--- config.mk ---
export PLATFORM = sky130hd
export DESIGN_NAME = rs_issue_ctrl_flat
export DESIGN_NICKNAME = d
export VERILOG_FILES = /design/src/rtl/rs_issue_ctrl_if.sv /design/src/rtl/rs_issue_ctrl.sv /design/src/flat_wrapper.sv
export SDC_FILE = /design/constraint.sdc
export NUM_CORES = 1
export LEC_CHECK = 0
export ABC_CLOCK_PERIOD_IN_PS = 7770
export CORE_AREA = 2 2 237 239
export CTS_CLUSTER_DIAMETER = 80
export CTS_CLUSTER_SIZE = 20
export DETAILED_ROUTE_END_ITERATION = 10
export DIE_AREA = 0 0 239 241
export PLACE_DENSITY = 0.38
export SLEW_MARGIN = 20
export SYNTH_ARGS = -nofsm -noshare
export SYNTH_HDL_FRONTEND = slang
export SYNTH_SLANG_ARGS = --single-unit
--- constraint.sdc ---
create_clock -name clk -period 7.77 [get_ports clk]
set_input_delay 1.1655 -clock clk [delete_from_list [all_inputs] [get_ports clk]]
set_output_delay 1.1655 -clock clk [all_outputs]
set_load 0.03 [all_outputs]
--- src/rtl/rs_issue_ctrl_if.sv ---
// rs_issue_ctrl_if: issue-stage valid/ready handshake and payload between the RS controller and FU select.
interface rs_issue_ctrl_if #(
    parameter int PRF_IDX_W = 6,
    parameter int ROB_IDX_W = 5,
    parameter int BR_MASK_W = 4,
    parameter int FU_SEL_W  = 3
);
    logic                 iss_vld_o;
    logic                 iss_rdy_i;
    logic [PRF_IDX_W-1:0] iss_opa_tag_o;
    logic [PRF_IDX_W-1:0] iss_opb_tag_o;
    logic [PRF_IDX_W-1:0] iss_dest_tag_o;
    logic [FU_SEL_W-1:0]  iss_fu_sel_o;
    logic [31:0]          iss_IR_o;
    logic [ROB_IDX_W-1:0] iss_rob_idx_o;
    logic [BR_MASK_W-1:0] iss_br_mask_o;
    modport master (
        output iss_vld_o, iss_opa_tag_o, iss_opb_tag_o, iss_dest_tag_o,
               iss_fu_sel_o, iss_IR_o, iss_rob_idx_o, iss_br_mask_o,
        input  iss_rdy_i
    );
    modport slave (
        input  iss_vld_o, iss_opa_tag_o, iss_opb_tag_o, iss_dest_tag_o,
               iss_fu_sel_o, iss_IR_o, iss_rob_idx_o, iss_br_mask_o,
        output iss_rdy_i
    );
endinterface

--- src/rtl/rs_issue_ctrl.sv ---
// rs_issue_ctrl: reservation-station dispatch allocation, round-robin issue select and registered issue stage
// with branch squash and br-mask correction.
module rs_issue_ctrl #(
    parameter int NUM_ENT   = 8,
    parameter int PRF_IDX_W = 6,
    parameter int ROB_IDX_W = 5,
    parameter int BR_MASK_W = 4,
    parameter int FU_SEL_W  = 3
) (
    input  logic                           clk,
    input  logic                           rst,
    input  logic                           disp_vld_i,
    output logic                           disp_stall_o,
    input  logic [NUM_ENT-1:0]             ent_avail_i,
    input  logic [NUM_ENT-1:0]             ent_rdy_i,
    output logic [NUM_ENT-1:0]             ent_load_o,
    output logic [NUM_ENT-1:0]             ent_iss_en_o,
    input  logic [NUM_ENT*PRF_IDX_W-1:0]   ent_opa_tag_i,
    input  logic [NUM_ENT*PRF_IDX_W-1:0]   ent_opb_tag_i,
    input  logic [NUM_ENT*PRF_IDX_W-1:0]   ent_dest_tag_i,
    input  logic [NUM_ENT*FU_SEL_W-1:0]    ent_fu_sel_i,
    input  logic [NUM_ENT*32-1:0]          ent_IR_i,
    input  logic [NUM_ENT*ROB_IDX_W-1:0]   ent_rob_idx_i,
    input  logic [NUM_ENT*BR_MASK_W-1:0]   ent_br_mask_i,
    input  logic                           br_pred_correct_i,
    input  logic                           br_recovery_i,
    input  logic [BR_MASK_W-1:0]           br_tag_fix_i,
    rs_issue_ctrl_if.master                iss
);
    localparam int PTR_W = $clog2(NUM_ENT);
    localparam logic [FU_SEL_W-1:0] FU_SEL_NONE = '0;

    logic [NUM_ENT-1:0]   cand;
    logic [PTR_W-1:0]     grant_idx;
    logic                 grant_vld, iss_kill, accept, issue;
    logic [BR_MASK_W-1:0] br_mask_fix;

    logic                 iss_vld_q, iss_vld_d;
    logic [PTR_W-1:0]     rr_ptr_q, rr_ptr_d;
    logic [PRF_IDX_W-1:0] opa_q, opa_d, opb_q, opb_d, dest_q, dest_d;
    logic [FU_SEL_W-1:0]  fu_sel_q, fu_sel_d;
    logic [31:0]          ir_q, ir_d;
    logic [ROB_IDX_W-1:0] rob_q, rob_d;
    logic [BR_MASK_W-1:0] br_mask_q, br_mask_d;

    assign disp_stall_o = ~|ent_avail_i;
    assign ent_load_o   = (disp_vld_i & ~rst) ? ent_avail_i & (~ent_avail_i + NUM_ENT'(1)) : '0;

    // An entry depending on a mispredicted branch is dropped from selection this cycle.
    always_comb begin
        for (int i = 0; i < NUM_ENT; i++)
            cand[i] = ent_rdy_i[i] & ~ent_avail_i[i]
                    & ~(br_recovery_i & |(br_tag_fix_i & ent_br_mask_i[i*BR_MASK_W +: BR_MASK_W]));
    end

    // Scan downward so the candidate closest to rr_ptr wins.
    always_comb begin
        grant_idx = '0;
        grant_vld = 1'b0;
        for (int k = NUM_ENT - 1; k >= 0; k--) begin
            if (cand[rr_ptr_q + PTR_W'(k)]) begin
                grant_idx = rr_ptr_q + PTR_W'(k);
                grant_vld = 1'b1;
            end
        end
    end

    assign iss_kill     = br_recovery_i & |(br_tag_fix_i & br_mask_q) & iss_vld_q;
    assign accept       = ~iss_vld_q | iss.iss_rdy_i | iss_kill;
    assign issue        = accept & grant_vld & ~rst;
    assign ent_iss_en_o = issue ? NUM_ENT'(1) << grant_idx : '0;
    assign br_mask_fix  = br_mask_q & ~(br_pred_correct_i ? br_tag_fix_i : '0);

    always_comb begin
        rr_ptr_d  = issue ? grant_idx + PTR_W'(1) : rr_ptr_q;
        iss_vld_d = issue | (iss_vld_q & ~iss_kill & ~iss.iss_rdy_i);
        br_mask_d = issue ? ent_br_mask_i[grant_idx*BR_MASK_W +: BR_MASK_W] : br_mask_fix;
        opa_d     = issue ? ent_opa_tag_i[grant_idx*PRF_IDX_W +: PRF_IDX_W] : opa_q;
        opb_d     = issue ? ent_opb_tag_i[grant_idx*PRF_IDX_W +: PRF_IDX_W] : opb_q;
        dest_d    = issue ? ent_dest_tag_i[grant_idx*PRF_IDX_W +: PRF_IDX_W] : dest_q;
        fu_sel_d  = issue ? ent_fu_sel_i[grant_idx*FU_SEL_W +: FU_SEL_W] : fu_sel_q;
        ir_d      = issue ? ent_IR_i[grant_idx*32 +: 32] : ir_q;
        rob_d     = issue ? ent_rob_idx_i[grant_idx*ROB_IDX_W +: ROB_IDX_W] : rob_q;
    end

    always_ff @(posedge clk) begin
        if (rst) begin
            iss_vld_q <= 1'b0;
            rr_ptr_q  <= '0;
            br_mask_q <= '0;
            opa_q     <= '0;
            opb_q     <= '0;
            dest_q    <= '0;
            fu_sel_q  <= FU_SEL_NONE;
            ir_q      <= '0;
            rob_q     <= '0;
        end else begin
            iss_vld_q <= iss_vld_d;
            rr_ptr_q  <= rr_ptr_d;
            br_mask_q <= br_mask_d;
            opa_q     <= opa_d;
            opb_q     <= opb_d;
            dest_q    <= dest_d;
            fu_sel_q  <= fu_sel_d;
            ir_q      <= ir_d;
            rob_q     <= rob_d;
        end
    end

    assign iss.iss_vld_o      = iss_vld_q;
    assign iss.iss_opa_tag_o  = opa_q;
    assign iss.iss_opb_tag_o  = opb_q;
    assign iss.iss_dest_tag_o = dest_q;
    assign iss.iss_fu_sel_o   = fu_sel_q;
    assign iss.iss_IR_o       = ir_q;
    assign iss.iss_rob_idx_o  = rob_q;
    assign iss.iss_br_mask_o  = br_mask_fix;
endmodule
--- src/flat_wrapper.sv ---
// flat-port wrapper written by rule: the top's interface ports become plain ports
module rs_issue_ctrl_flat 
#(
    parameter int NUM_ENT   = 8,
    parameter int PRF_IDX_W = 6,
    parameter int ROB_IDX_W = 5,
    parameter int BR_MASK_W = 4,
    parameter int FU_SEL_W  = 3
)
  (clk, rst, disp_vld_i, disp_stall_o, ent_avail_i, ent_rdy_i, ent_load_o, ent_iss_en_o, ent_opa_tag_i, ent_opb_tag_i, ent_dest_tag_i, ent_fu_sel_i, ent_IR_i, ent_rob_idx_i, ent_br_mask_i, br_pred_correct_i, br_recovery_i, br_tag_fix_i, iss_iss_vld_o, iss_iss_opa_tag_o, iss_iss_opb_tag_o, iss_iss_dest_tag_o, iss_iss_fu_sel_o, iss_iss_IR_o, iss_iss_rob_idx_o, iss_iss_br_mask_o, iss_iss_rdy_i);
  rs_issue_ctrl_if #(.PRF_IDX_W(PRF_IDX_W), .ROB_IDX_W(ROB_IDX_W), .BR_MASK_W(BR_MASK_W), .FU_SEL_W(FU_SEL_W)) iss_i ();
  input  logic clk;
  input  logic rst;
  input  logic disp_vld_i;
  output logic disp_stall_o;
  input  logic [NUM_ENT-1:0] ent_avail_i;
  input  logic [NUM_ENT-1:0] ent_rdy_i;
  output logic [NUM_ENT-1:0] ent_load_o;
  output logic [NUM_ENT-1:0] ent_iss_en_o;
  input  logic [NUM_ENT*PRF_IDX_W-1:0] ent_opa_tag_i;
  input  logic [NUM_ENT*PRF_IDX_W-1:0] ent_opb_tag_i;
  input  logic [NUM_ENT*PRF_IDX_W-1:0] ent_dest_tag_i;
  input  logic [NUM_ENT*FU_SEL_W-1:0] ent_fu_sel_i;
  input  logic [NUM_ENT*32-1:0] ent_IR_i;
  input  logic [NUM_ENT*ROB_IDX_W-1:0] ent_rob_idx_i;
  input  logic [NUM_ENT*BR_MASK_W-1:0] ent_br_mask_i;
  input  logic br_pred_correct_i;
  input  logic br_recovery_i;
  input  logic [BR_MASK_W-1:0] br_tag_fix_i;
  output wire logic [$bits(iss_i.iss_vld_o)-1:0] iss_iss_vld_o;
  output wire logic [$bits(iss_i.iss_opa_tag_o)-1:0] iss_iss_opa_tag_o;
  output wire logic [$bits(iss_i.iss_opb_tag_o)-1:0] iss_iss_opb_tag_o;
  output wire logic [$bits(iss_i.iss_dest_tag_o)-1:0] iss_iss_dest_tag_o;
  output wire logic [$bits(iss_i.iss_fu_sel_o)-1:0] iss_iss_fu_sel_o;
  output wire logic [$bits(iss_i.iss_IR_o)-1:0] iss_iss_IR_o;
  output wire logic [$bits(iss_i.iss_rob_idx_o)-1:0] iss_iss_rob_idx_o;
  output wire logic [$bits(iss_i.iss_br_mask_o)-1:0] iss_iss_br_mask_o;
  input wire logic [$bits(iss_i.iss_rdy_i)-1:0] iss_iss_rdy_i;
  assign iss_iss_vld_o = iss_i.iss_vld_o;
  assign iss_iss_opa_tag_o = iss_i.iss_opa_tag_o;
  assign iss_iss_opb_tag_o = iss_i.iss_opb_tag_o;
  assign iss_iss_dest_tag_o = iss_i.iss_dest_tag_o;
  assign iss_iss_fu_sel_o = iss_i.iss_fu_sel_o;
  assign iss_iss_IR_o = iss_i.iss_IR_o;
  assign iss_iss_rob_idx_o = iss_i.iss_rob_idx_o;
  assign iss_iss_br_mask_o = iss_i.iss_br_mask_o;
  assign iss_i.iss_rdy_i = iss_iss_rdy_i;
  rs_issue_ctrl #(.NUM_ENT(NUM_ENT), .PRF_IDX_W(PRF_IDX_W), .ROB_IDX_W(ROB_IDX_W), .BR_MASK_W(BR_MASK_W), .FU_SEL_W(FU_SEL_W)) u_core (.clk(clk), .rst(rst), .disp_vld_i(disp_vld_i), .disp_stall_o(disp_stall_o), .ent_avail_i(ent_avail_i), .ent_rdy_i(ent_rdy_i), .ent_load_o(ent_load_o), .ent_iss_en_o(ent_iss_en_o), .ent_opa_tag_i(ent_opa_tag_i), .ent_opb_tag_i(ent_opb_tag_i), .ent_dest_tag_i(ent_dest_tag_i), .ent_fu_sel_i(ent_fu_sel_i), .ent_IR_i(ent_IR_i), .ent_rob_idx_i(ent_rob_idx_i), .ent_br_mask_i(ent_br_mask_i), .br_pred_correct_i(br_pred_correct_i), .br_recovery_i(br_recovery_i), .br_tag_fix_i(br_tag_fix_i), .iss(iss_i));
endmodule
# Yosys cells after proc, flatten, opt, wreduce, memory -nomap -nowiden
# Index checks and enable logic that the tools add are counted.
# W data, S select, Z words.
# word_totals
reg_bits	66
in_bits	522
out_inout_bits	80
word_cells	151
# op_classes
addsub	9
n_mul	3
n_lt_le_gt_ge	8
shift	8
muxes	36
bitwise	67
reduce_logical	11
# ops
operator	count
$shiftx A256 B9 Y32	1
$shiftx A48 B7 Y6	3
$and A4 B4 Y4	10
$shiftx A40 B7 Y5	1
$reduce_or A4 Y1	9
$lt A3 B4 Y1 const B	8
$shiftx A32 B6 Y4	1
$and A1 B1 Y1	31
$bmux W1 S3	8
$mux W3	8
$shiftx A24 B6 Y3	1
$not A1 Y1	20
$mux W1	16
$mux W8	2
$add A3 B3 Y3 const B	4
$mul A3 B2 Y5 const B	2
$add A8 B1 Y8 const B	1
$and A8 B8 Y8	1
$mux W4	2
$not A8 Y8	1
$reduce_or A8 Y1	1
$shl A1 B3 Y8 const A	1
$add A3 B1 Y3 const B	2
$add A3 B2 Y3 const B	2
4 further kinds	6

# Depth between registers and ports, before layout
# depth
word_depth	18
depth_mapped	20
mapped_depth_nobuf	14

# Worst setup path before layout
# No wires, ideal clock.
# synth_timing
path_kind	input -> output
from	in br_tag_fix_i[2]
to	out ent_iss_en_o[3]
arrival_ps	4273
required_ps	6605
setup_slack_ps	2332
cell_stages	15
n_path_buf	4
cell_sequence	buf_4 a22oi_2 a211oi_1 or4_1 or4_1 a211o_1 o311a_1 o22ai_1 o21ba_2 buf_6 buf_2 buf_2 ha_1 ha_1 and2_1
# synth_between
elab_chain_len	18
word_cells_on_any_way	81
classes_between	1 x shift; 33 x mux; 38 x bitwise; 9 x reduce/logical
# synth_lines
element	line_no	text
start: declaration	flat_wrapper.sv:29	input logic [BR_MASK_W-1:0] br_tag_fix_i;
$and A4 B4 Y4	rs_issue_ctrl.sv:53	& ~(br_recovery_i & |(br_tag_fix_i & ent_br_mask_i[i*BR_MASK_W +: BR_MASK_W]));
$reduce_or A4 Y1	rs_issue_ctrl.sv:53	
$and A1 B1 Y1	rs_issue_ctrl.sv:53	
$not A1 Y1	rs_issue_ctrl.sv:53	
$and A1 B1 Y1	rs_issue_ctrl.sv:53	
$bmux W1 S3	rs_issue_ctrl.sv:61	if (cand[rr_ptr_q + PTR_W'(k)]) begin
$mux W1 (not written as such)	rs_issue_ctrl.sv:61	
$mux W1 (8 in a row)	rs_issue_ctrl.sv:61	
$and A1 B1 Y1 (2 in a row)	rs_issue_ctrl.sv:70	assign issue = accept & grant_vld & ~rst;
$mux W8 (*)	rs_issue_ctrl.sv:71	assign ent_iss_en_o = issue ? NUM_ENT'(1) << grant_idx : '0;
end: declaration	flat_wrapper.sv:19	output logic [NUM_ENT-1:0] ent_iss_en_o;
# Every way passes the cells marked *; elsewhere a longest branch is shown, timed or not. The select of a mux whose other input is x is not followed.

# Final worst setup path
# layout_timing
from	in br_tag_fix_i[2]
to	out ent_iss_en_o[0]
# Same word-level chain as after synthesis.

==> results.py <==
metrics = {
    "outcome": {
        "status": "completed",
    },
    "floorplan": {
        "die_area_um2": 57600,
        "rows": 86,
        "chipHeight_um": 241,
        "initial_core_util": 0.147,
        "num_io_pins": 602,
        "die-width_um": 239,
        "core_area_um2": 54900,
    },
    "setup_path": {
        "r2r_cells": 15,
        "reg2reg_slack_ns": 2.03,
        "critPathRequiredTime_ns": 6.60,
        "r2r-end": "u_core.iss.iss_opb_tag_o[0]",
        "worst-setup-path-type": "primary input to output port",
        "path_max_fanout": 10,
        "r2r_start": "u_core.rr_ptr_q[1]",
        "arrival_ns": 5.61,
        "cp-start-kind": "primary input",
        "end_kind": "output port",
    },
    "synth": {
        "yosys.area.top_type_share": 0.385,
        "synth-seq-area-share": 0.164,
        "synth.area.mux_share": 0.399,
        "yosys-top-cells-area": "mux2i_1, dfxtp_1, a211o_1",
        "synth_xor_area_frac": 0.00435,
        "synth_top_family_by_area": "multiplexers",
        "synth_cell_type_count": 67,
        "yosys_most_used_dff": "dfxtp_1",
        "async_flop_share": 0,
        "synth_compound_area_frac": 0.221,
        "synth_fa_ha_area_frac": 0.0124,
        "syn-instance-count": 991,
        "synth-edff-count": 0,
        "ys_warn_count": 0,
        "syn_nets": 1521,
        "ys_ff_latch": 66,
        "yosys.area_share.simple": 0.145,
        "syn_area_um2": 8060,
        "synth_top_area_cell": "mux2i_1",
        "avgSynthCellArea_um2": 8.13,
    },
    "timing": {
        "fin_crit_sh": 0.872,
        "tightest_slew_ns": 0.919,
        "setup_viol": 0,
        "finalHoldViolations": 0,
        "skew_ns": 0.0106,
        "fin_ws_ns": 0.991,
        "min_period_ns": 6.78,
        "relSlewSlack": 0.387,
        "slew_viol_final": 0,
        "rsz0062_at_grt": "no",
        "fmax_mhz": 148,
        "fin_setup_tns_ns": 0,
    },
    "run": {
        "maxCapViolCount": 0,
    },
    "clocking": {
        "clk_latency_ns": 0.37,
        "cts_buffers": 9,
        "cts_setup_buffers": 0,
        "htree_levels": 3,
        "cts_hold_buf": 0,
        "cts.clk_slew.worst_paths_ns": 0.05,
        "clock_path_buffers": 2,
        "post_cts_resize_count": 0,
        "cts_sinks": 66,
        "cts_root_buffer": "clkbuf_16",
        "cts_tree": "done",
    },
    "place": {
        "dp_hpwl_um": 43800,
        "placed_area_um2": 14700,
        "preCtsSetupSlack_ns": 1.03,
        "port_buffers": 601,
        "gp_congestion": 0.869,
    },
    "finish": {
        "design_area_um2": 15100,
        "drive_gt1_frac": 0.0362,
        "syn_to_final_growth_pct": 86.9,
        "nets": 2071,
    },
    "global_route": {
        "grt_usage": 0.181,
        "grt_max_degree": 111,
        "grt_pass1_vias": 10700,
        "overflow": 0,
        "grt_pass1_wl_um": 74400,
        "antenna_found_initial": 15,
    },
    "hold_path": {
        "min_to": "u_core.iss.iss_rob_idx_o[4]",
        "min_from": "u_core.iss.iss_rob_idx_o[4]",
        "holdPathStages": 3,
        "hold_path_class": "flip-flop to flip-flop",
    },
    "drt": {
        "first_pass_iters": 4,
        "drc": 0,
        "wl_per_cell_um": 23.6,
        "vias": 9960,
        "ant_nets": 0,
        "routed_wl_um": 53400,
        "viasPerCell": 4.40,
        "drtIter0Drc": 418,
    },
    "power_and_ir_drop": {
        "power_frac_seq": 0.074,
        "p_sw_mw": 4.24,
        "total_power_mw": 8.18,
        "powerDensity_nw_per_um2": 543,
        "pwr-share-clk": 0.053,
        "power_frac_comb": 0.873,
        "leakage_nw": 6.43,
        "sw_frac_of_total": 0.518,
        "p_int_mw": 3.94,
        "peakVddDrop_mv": 0.908,
    },
}
[final cells by class]
type | count | area (µm²)
Multi-Input combinational cell | 834 | 6320
Antenna cell | 12 | 30.0
Timing Repair Buffer | 620 | 6180
Sequential cell | 66 | 1320
Clock buffer | 12 | 267
Clock inverter | 4 | 25.0
Fill cell | 5983 | 39800
Inverter | 10 | 40.0
Tap cell | 704 | 881
[cells in the mapped netlist, types with 3 or more instances]
master / number
and3b_1: 3
a31oi_1: 3
clkbuf_1: 29
nor2_1: 78
nor2b_1: 11
buf_4: 8
a22o_1: 7
nand3_1: 6
o21a_1: 4
mux2i_1: 310
o32a_1: 3
a221o_1: 5
a211o_1: 59
nand2_1: 112
o32ai_1: 14
mux2_2: 4
a21boi_0: 6
o22ai_1: 6
ha_1: 8
a22oi_1: 11
buf_2: 37
nor3_1: 8
o21ai_0: 68
and3_1: 7
buf_1: 4
a211oi_1: 4
o2bb2ai_1: 3
a21oi_1: 15
o31ai_1: 4
inv_1: 7
o221ai_1: 3
buf_6: 3
mux4_2: 3
and2_1: 13
nand2b_1: 14
dfxtp_1: 66
a21o_1: 3
[registers in the layout, indices dropped and copies added, names as in the netlist]
register / count
u_core.iss.iss_rob_idx_o: 5
u_core.rr_ptr_q: 3
u_core.br_mask_q: 4
u_core.iss.iss_opb_tag_o: 6
u_core.iss.iss_fu_sel_o: 3
u_core.iss.iss_IR_o: 32
u_core.iss.iss_opa_tag_o: 6
u_core.iss.iss_vld_o: 1
u_core.iss.iss_dest_tag_o: 6
[how the worst max path moves through the flow]
stage	end	startpoint	slack, ns	cells after the start
finish	ent_iss_en_o[0]	br_tag_fix_i[2]	0.99	13
floorplan	ent_iss_en_o[3]	br_tag_fix_i[2]	2.33	15
detailed placement	ent_iss_en_o[0]	br_tag_fix_i[1]	1.03	13
CTS	ent_iss_en_o[0]	br_tag_fix_i[0]	1.01	13
global route	ent_iss_en_o[0]	br_tag_fix_i[0]	0.75	13
global placement	ent_iss_en_o[0]	br_tag_fix_i[0]	1.03	13
[worst max-delay path: stages]
cell and delay [ns]:
clkdlybuf4s50_1 0.70, a22oi_2 0.15, a21oi_1 0.60, o32ai_1 0.23, a2bb2oi_1 0.27, o221a_2 0.26
a21boi_0 0.42, nand4_1 0.17, o21ba_4 0.25, inv_1 0.34, ha_1 0.24, and3_1 0.16
clkdlybuf4s50_1 0.67
[per-layer routing]
metal,track usage,routed length (µm),vias up
li1,-,-,4827
met1,0.199,20900,4650
met2,0.317,26500,416
met3,0.0669,4680,61
met4,0.0678,1340,6
met5,0,43,-
[placed cells by master, fill, tap and decap left out, drive strengths merged, types with 13 or more instances in the layout]
cell,instances
o21ai,70
a21oi,16
dfxtp,66
nand2b,14
a211o,59
o32ai,14
a22oi,13
nor2,78
and2,13
nand2,112
mux2i,310
clkdlybuf4s50,601
buf,19
[cell families after synthesis]
kind of cell / Yosys count
AOI/OAI and AO/OA: 243
DFF: 66
xor gates and xnor gates: 4
adders and majority gates: 8
and+or+nand+nor: 262
muxes: 317
buffers and inverters: 91
[power groups by stage]
stage          sequential, mW  clock (mW)  combinational (mW)
2_1_floorplan           0.812           0                5.05
3_3_place_gp            0.608           0                7.27
3_5_place_dp            0.610           0                7.27
4_1_cts                 0.604       0.465                7.29
5_1_grt                 0.622       0.477                7.74
6_report                0.603       0.437                7.14
[metrics by stage]
| step | hold slack [ns] | instances | util |
|---|---|---|---|
| after floorplan | 0.685 | 991 | - |
| after global placement | 0.526 | 2234 | 0.269 |
| after detailed placement | 0.533 | 2234 | 0.269 |
| after CTS | 0.546 | 2250 | 0.274 |
| after global routing | 0.575 | 2261 | 0.275 |
| final | 0.542 | 2262 | 0.275 |
Power figures use the tool's default switching activity.
